File: src/rtl/sort_host.sv
`default_nettype none
// ============================================================================
// Module   : sort_host
// Brief    : Host initiator for the 8x4-bit sorter start/clear-valid handshake,
//            with an order + permutation self-check of the returned word.
// Revision : 1.0
// ============================================================================
module sort_host #(
  parameter int TIMEOUT = 255
) (
  input  logic        clk_i,
  input  logic        rst_i,
  input  logic        in_valid_i,
  input  logic [3:0]  in_nibble_i,
  input  logic        go_i,
  input  logic        ack_i,
  output logic [31:0] nums_o,
  output logic        start_clear_o,
  input  logic        valid_i,
  input  logic [31:0] sorted_nums_i,
  output logic [31:0] result_o,
  output logic [3:0]  load_cnt_o,
  output logic        done_o,
  output logic        pass_o,
  output logic        timeout_o
);

  typedef enum logic [2:0] {
    S_IDLE  = 3'd0,
    S_WAIT  = 3'd1,
    S_CLEAR = 3'd2,
    S_CHECK = 3'd3,
    S_DONE  = 3'd4
  } state_t;

  localparam logic [8:0] c_timeout = 9'(TIMEOUT);

  state_t      r_state;
  logic [31:0] r_nums;
  logic        r_start_clear;
  logic [31:0] r_result;
  logic [3:0]  r_load_cnt;
  logic        r_done;
  logic        r_pass;
  logic        r_timeout;
  logic [3:0]  r_hist [16];
  logic [7:0]  r_tmo_cnt;
  logic [2:0]  r_idx;
  logic        r_order;
  logic        r_mismatch;

  logic [2:0]  w_idx_prev;
  logic [3:0]  w_v;
  logic [3:0]  w_prev;
  logic        w_mismatch_nxt;
  logic        w_order_nxt;
  logic        w_tmo_hit;
  logic [7:0]  w_tmo_inc;

  assign w_idx_prev     = r_idx - 3'd1;
  assign w_v            = r_result[{r_idx, 2'b00} +: 4];
  assign w_prev         = r_result[{w_idx_prev, 2'b00} +: 4];
  // An empty histogram bin means the sorter returned a value we never sent.
  assign w_mismatch_nxt = r_mismatch | (r_hist[w_v] == 4'd0);
  assign w_order_nxt    = r_order & ~((r_idx != 3'd0) && (w_v < w_prev));
  assign w_tmo_hit      = ({1'b0, r_tmo_cnt} + 9'd1) >= c_timeout;
  assign w_tmo_inc      = (r_tmo_cnt == 8'hFF) ? r_tmo_cnt : r_tmo_cnt + 8'd1;

  always_ff @(posedge clk_i) begin
    if (rst_i) begin
      r_state       <= S_IDLE;
      r_nums        <= '0;
      r_start_clear <= 1'b0;
      r_result      <= '0;
      r_load_cnt    <= '0;
      r_done        <= 1'b0;
      r_pass        <= 1'b0;
      r_timeout     <= 1'b0;
      r_tmo_cnt     <= '0;
      r_idx         <= '0;
      r_order       <= 1'b0;
      r_mismatch    <= 1'b0;
      for (int k = 0; k < 16; k++) r_hist[k] <= '0;
    end else begin
      case (r_state)
        S_IDLE: begin
          // A push wins over go, so go at count 7 with a push never starts.
          if (in_valid_i && (r_load_cnt < 4'd8)) begin
            r_nums[{r_load_cnt[2:0], 2'b00} +: 4] <= in_nibble_i;
            r_load_cnt                           <= r_load_cnt + 4'd1;
            r_hist[in_nibble_i]                  <= r_hist[in_nibble_i] + 4'd1;
          end else if (go_i && (r_load_cnt == 4'd8)) begin
            r_start_clear <= 1'b1;
            r_tmo_cnt     <= '0;
            r_state       <= S_WAIT;
          end
        end
        S_WAIT: begin
          if (valid_i) begin
            r_result      <= sorted_nums_i;
            r_start_clear <= 1'b0;
            r_tmo_cnt     <= w_tmo_inc;
            r_state       <= S_CLEAR;
          end else if (w_tmo_hit) begin
            r_start_clear <= 1'b0;
            r_timeout     <= 1'b1;
            r_pass        <= 1'b0;
            r_done        <= 1'b1;
            r_state       <= S_DONE;
          end else begin
            r_tmo_cnt <= w_tmo_inc;
          end
        end
        S_CLEAR: begin
          if (!valid_i) begin
            r_idx      <= '0;
            r_order    <= 1'b1;
            r_mismatch <= 1'b0;
            r_state    <= S_CHECK;
          end else if (w_tmo_hit) begin
            r_timeout <= 1'b1;
            r_pass    <= 1'b0;
            r_done    <= 1'b1;
            r_state   <= S_DONE;
          end else begin
            r_tmo_cnt <= w_tmo_inc;
          end
        end
        S_CHECK: begin
          if (r_hist[w_v] != 4'd0) r_hist[w_v] <= r_hist[w_v] - 4'd1;
          r_mismatch <= w_mismatch_nxt;
          r_order    <= w_order_nxt;
          r_idx      <= r_idx + 3'd1;
          if (r_idx == 3'd7) begin
            r_pass  <= w_order_nxt & ~w_mismatch_nxt;
            r_done  <= 1'b1;
            r_state <= S_DONE;
          end
        end
        S_DONE: begin
          if (ack_i) begin
            r_load_cnt <= '0;
            r_nums     <= '0;
            r_done     <= 1'b0;
            r_pass     <= 1'b0;
            r_timeout  <= 1'b0;
            for (int k = 0; k < 16; k++) r_hist[k] <= '0;
            r_state    <= S_IDLE;
          end
        end
        default: r_state <= S_IDLE;
      endcase
    end
  end

  assign nums_o        = r_nums;
  assign start_clear_o = r_start_clear;
  assign result_o      = r_result;
  assign load_cnt_o    = r_load_cnt;
  assign done_o        = r_done;
  assign pass_o        = r_pass;
  assign timeout_o     = r_timeout;

endmodule
`default_nettype wire

File: config.mk
export PLATFORM = sky130hd
export DESIGN_NAME = sort_host
export DESIGN_NICKNAME = d
export VERILOG_FILES = /design/src/rtl/sort_host.sv
export SDC_FILE = /design/constraint.sdc
export NUM_CORES = 1
export LEC_CHECK = 0
export BUFFER_PORTS_ARGS = -buffer_cell sky130_fd_sc_hd__clkbuf_2
export CORE_ASPECT_RATIO = 1.2
export CORE_MARGIN = 2
export CORE_UTILIZATION = 30
export CTS_CLUSTER_DIAMETER = 80
export DETAILED_ROUTE_END_ITERATION = 12
export GPL_TIMING_DRIVEN = 0
export MAX_ROUTING_LAYER = met4
export PLACE_DENSITY_LB_ADDON = 0.1
export SLEW_MARGIN = 25
export SYNTH_ARGS = -nofsm -noshare
export SYNTH_HDL_FRONTEND = slang
export SYNTH_SLANG_ARGS = --single-unit
export TNS_END_PERCENT = 1
File: constraint.sdc
create_clock -name clk_i -period 6 [get_ports clk_i]
set_clock_uncertainty 0.2 [all_clocks]
set_input_delay 0.9 -clock clk_i [delete_from_list [all_inputs] [get_ports clk_i]]
set_output_delay 0.9 -clock clk_i [all_outputs]
set_load 0.01 [all_outputs]
Word level (Yosys, flattened, before mapping)
Memories as Yosys holds them, arrays and structs flattened.
Cells that the tools add are included.
- RAM bits: 64
- register bits: 88
- logic and storage cells: 172
- memories kept: 1
- memories (name ; depth ; bits a word ; rd ports ; clocked after memory_dff ; wr ports ; line ; source):
    r_hist ; 16 ; 4 ; 2 ; 0 ; 16 ; 46 ; logic [3:0] r_hist [16];
- shifts and indexed selects: 4
- eq/ne operators: 16
- multiplexer cells: 84
- add/subtract/negate cells: 8
- reductions and logical operators: 23
- $lt $le $gt $ge: 3
- bitwise operators: 21
- operators with widths (operator ; count):
    two-way mux 4 bit ; 22
    two-way mux 32 bit ; 2
    case mux 32 bit (2 select lines) ; 1
    indexed part select 32 x 6 -> 4 bit ; 2
    two-way mux 8 bit ; 6
    two-way mux 1 bit ; 34
    bitwise mux 32 bit ; 1
    variable shift 4 x 7 -> 32 bit (first input constant) ; 1
    indexed part select 4 x 7 -> 32 bit ; 1
    two-way mux 3 bit ; 8
    case mux 8 bit (3 select lines) ; 1
    bitwise OR 1 bit ; 17
    inequality test 2 bit (second input constant) ; 8
    AND reduction 4 bit ; 4
    case mux 3 bit (5 select lines) ; 1
    adder 8 x 1 -> 9 bit (second input constant) ; 1
    >= comparator 9 x 8 -> 1 bit (second input constant) ; 1
    nonzero test 3 bit ; 3
    adder 4 x 1 -> 4 bit (second input constant) ; 2
    adder 8 x 1 -> 8 bit (second input constant) ; 1
    equality test 8 bit (second input constant) ; 1
    case mux 1 bit (4 select lines) ; 2
    case mux 4 bit (2 select lines) ; 1
    nonzero test 4 bit ; 2
    24 further kinds ; 36

Depth between registers and ports, before layout
- word-level depth: 9
- mapped depth: 17
- depth with buffers taken out: 12

Worst setup path after synthesis
OpenSTA, ideal clock, no wires.
- path kind: input to register
- start point: input in_nibble_i[0]
- end point: memory r_hist[9][2], data pin
- stages on the path: 9
- buffers on the path: 3
- arrival: 3.829 ns
- path slack: 1.703 ns
- library setup time: 0.268 ns
- path through: clkbuf_1 -> buf_1 -> mux4_2 -> mux4_2 -> ha_1 -> xor2_1 -> o22ai_1 -> buf_2 -> nor2_1
- RTL lines (item ; line ; source):
    start, declared ; 14 ; input logic [3:0] in_nibble_i,
    end, declared ; 46 ;

==> impl_metrics.toml <==
[synth]
synth_nets = 923
yosys_register_bits = 152
yosys_warnings = 0
synthDominantCellAreaShare_pct = 23.46
synth_ff_type = "dfxtp_1"
synth_area_um2 = 8190
synthCells = 867
async_reset_ff_share_pct = 0
synth.yosys.seq_area_share_pct = 44.97
synth_top_area_cell = "edfxtp_1"
synth_area_per_cell_um2 = 9.447
ys_types = 61
yosys-top-cells-area = "edfxtp_1 (23%), dfxtp_1 (22%), mux4_2 (8.8%)"
synth-edff-count = 64

[clock_network]
holdBufCountCts = 0
clockBufferDepth = 2
clkTransAtPathRegs_ps = 70
cts_tree = "yes"
clock_sinks = 152
cts_made_buffers = 17
ctsResizeCount = 0
insertion_delay_ps = 430
cts_setup_buffers = 0
cts_root_buffer = "clkbuf_16"
htree_levels = 4

[power_and_ir_drop]
p_switching_uw = 616.7
clkPwrFrac_pct = 45.0
seq_power_share_pct = 46.5
peakVddDrop_uv = 192.1
p_sw_share_pct = 25.78
p_leak_uw = 0.003750
intPower_uw = 1775
p_per_area_nw_per_um2 = 245.4
pwr-share-comb_pct = 8.4

[drt]
ant_nets = 0
drt-total-wl_mm = 27.00
routedWlPerCell_um = 20.03
viasPerCell = 5.217
dr.pass1.iters = 5
drt_iter0_drc = 399
drc = 0
vias = 7033

[sta]
setup_tns_ps = 0
finalMaxSlewViolations = 0
fmax_mhz = 191.5
finalHoldViolCount = 0
tightest_slew_ps = 930.1
rsz0062_at_grt = "false"
slew_headroom_pct = 38.00
finalCritPeriodShare_pct = 87.02
fin_crit_ps = 5221
setup_viol = 0

[floorplanning]
ioPinCount = 114
die_h_um = 185
initial_utilization_pct = 30.33
dieArea_um2 = 28640
die_w_um = 154.8
num_rows = 66
core-area_um2 = 27000

[layout]
final_nets = 1049
final_util_pct = 36.09
area_delta_synth_final_pct = 18.99
postLayoutCellArea_um2 = 9746
mostFrequentLayoutCells = "nand2_1 (157), nor2_1 (128), clkbuf_2 (107), dfxtp_1 (88), edfxtp_1 (64)"
drive_gt1_share_pct = 20.68
final_common_cell = "nand2_1"

[global_route]
grt_max_degree = 17
grt_pass1_wl_mm = 41.36
grtUsageTotal_pct = 19.67
grt-ovfl-total = 0
antenna_found_initial = 0
grt_pass1_vias = 7042

[critical_path]
critPathMaxStageDelay_ps = 660
crit_family = "multiplexers"
cpMaxStageDelayCell = "mux2i_2"
regToRegSetupSlack_ps = 780
start_kind = "register"
crit_required_ps = 5960
crit_type = "register to register"
endpoint_kind = "register"
timing.critical_path.cells = "buf_4 -> mux4_2 -> mux2i_2 -> buf_2 -> buf_1 -> nand2_1 -> nand3_1 -> nand3_1 -> nand3_1 -> inv_1 -> ha_1 -> a31oi_4 -> mux2i_2 -> buf_2 -> nor2_1"
path_buf_inv = 5
critPathMaxFanout = 10
crit_top_cell = "nand3_1"
worst-endpoint-arrival_ps = 5180

[place]
gp_congestion = 0.8730
dp.final_hpwl_mm = 20.17
placed_area_um2 = 9151
port-buffer-count = 107

[run]
cap_viol_max_count = 0

[outcome]
status = "finished clean"

[worst_hold_path]
hp-class = "register to register"
## cells in the mapped netlist (4+ instances only)
library cell and count:
o21ai_0 18, nand3_1 34, a22oi_1 16, edfxtp_1 64, nor3_1 28, nor2b_1 5, mux4_1 4, a21oi_1 57
nand2b_1 6, a32oi_1 28, nor2_1 128, a31oi_1 8, and2_1 5, nor4_1 5, buf_2 10, mux4_2 32
ha_1 14, inv_1 17, xnor2_1 5, or3_1 4, mux2i_1 28, clkbuf_1 43, a211oi_1 5, buf_6 5
nand2_1 157, dfxtp_1 88, mux2_2 4
## state kept, by name (all words and copies together), names as in the netlist
name and count:
r_state 3, timeout_o 1, start_clear_o 1, done_o 1
r_hist 64, nums_o 32, r_order 1, r_mismatch 1
r_idx 3, load_cnt_o 4, result_o 32, r_tmo_cnt 8
pass_o 1
## cell families (layout without fill, tap and decap cells)
kind of cell    count (synthesis)  count (layout)  synth area share, %
simple gates                  390             390                20.41
compound gates                152             152                12.54
flops                         152             152                44.97
buf+inv                        82             221                4.797
mux                            70              70                14.39
fa+ha+maj                      14              14                2.139
xor+xnor                        7               7               0.7486
other cells                     0               2                    0
## worst min-delay path: stages (launching register included)
cell and delay (ps):
dfxtp_1 300, nand2b_1 60, a21oi_1 60
## power groups by stage
stage	clock (uW)	combinational (uW)	sequential (uW)
2_1_floorplan	0	123	1130
3_3_place_gp	0	204	1140
3_5_place_dp	0	203	1140
4_1_cts	1090	203	1110
5_1_grt	1140	220	1110
6_report	1080	202	1110
## path summary, 6_finish.rpt
path / endpoint / start / cells past startpoint
max: r_hist[4][1] / r_idx[0] / 15
max reg2reg: r_hist[4][1] / r_idx[0] / 15
min reg2reg: r_mismatch / r_mismatch / 2
min: r_mismatch / r_mismatch / 2
## final cells by class
| cell class | instances | area (um2) |
|---|---|---|
| Inverter | 18 | 67.56 |
| Clock inverter | 11 | 113.9 |
| Tap cell | 340 | 425.4 |
| Fill cell | 2800 | 17260 |
| Multi-Input combinational cell | 633 | 4119 |
| Buffer | 64 | 325.3 |
| Clock buffer | 21 | 470.5 |
| Timing Repair Buffer | 107 | 535.5 |
| Sequential cell | 152 | 3684 |
| Antenna cell | 2 | 5.005 |
## per-stage QoR
stage / hold slack [ps] / std cells / power (uW) / worst slack [ps]
after floorplan: 246.1 / 867 / 1253 / 1703
after global placement: 256.4 / 1314 / 1340 / 572.4
after detailed placement: 265.7 / 1314 / 1339 / 568.9
after CTS: 274.9 / 1346 / 2406 / 679.7
after global routing: 308.3 / 1346 / 2471 / 411.0
final: 269.5 / 1348 / 2392 / 778.6
## metal layers
| metal | wire length (um) | part of all wire (%) | up-vias | track usage (%) |
|---|---|---|---|---|
| met3 | 882 | 3.3 | 31 | 2.854 |
| met5 | 0 | 0 | - | - |
| met4 | 595 | 2.2 | 0 | 7.148 |
| li1 | - | - | 3402 | - |
| met2 | 13660 | 51 | 169 | 33.07 |
| met1 | 11860 | 44 | 3431 | 24.19 |
(Power assumes the default switching activity.)
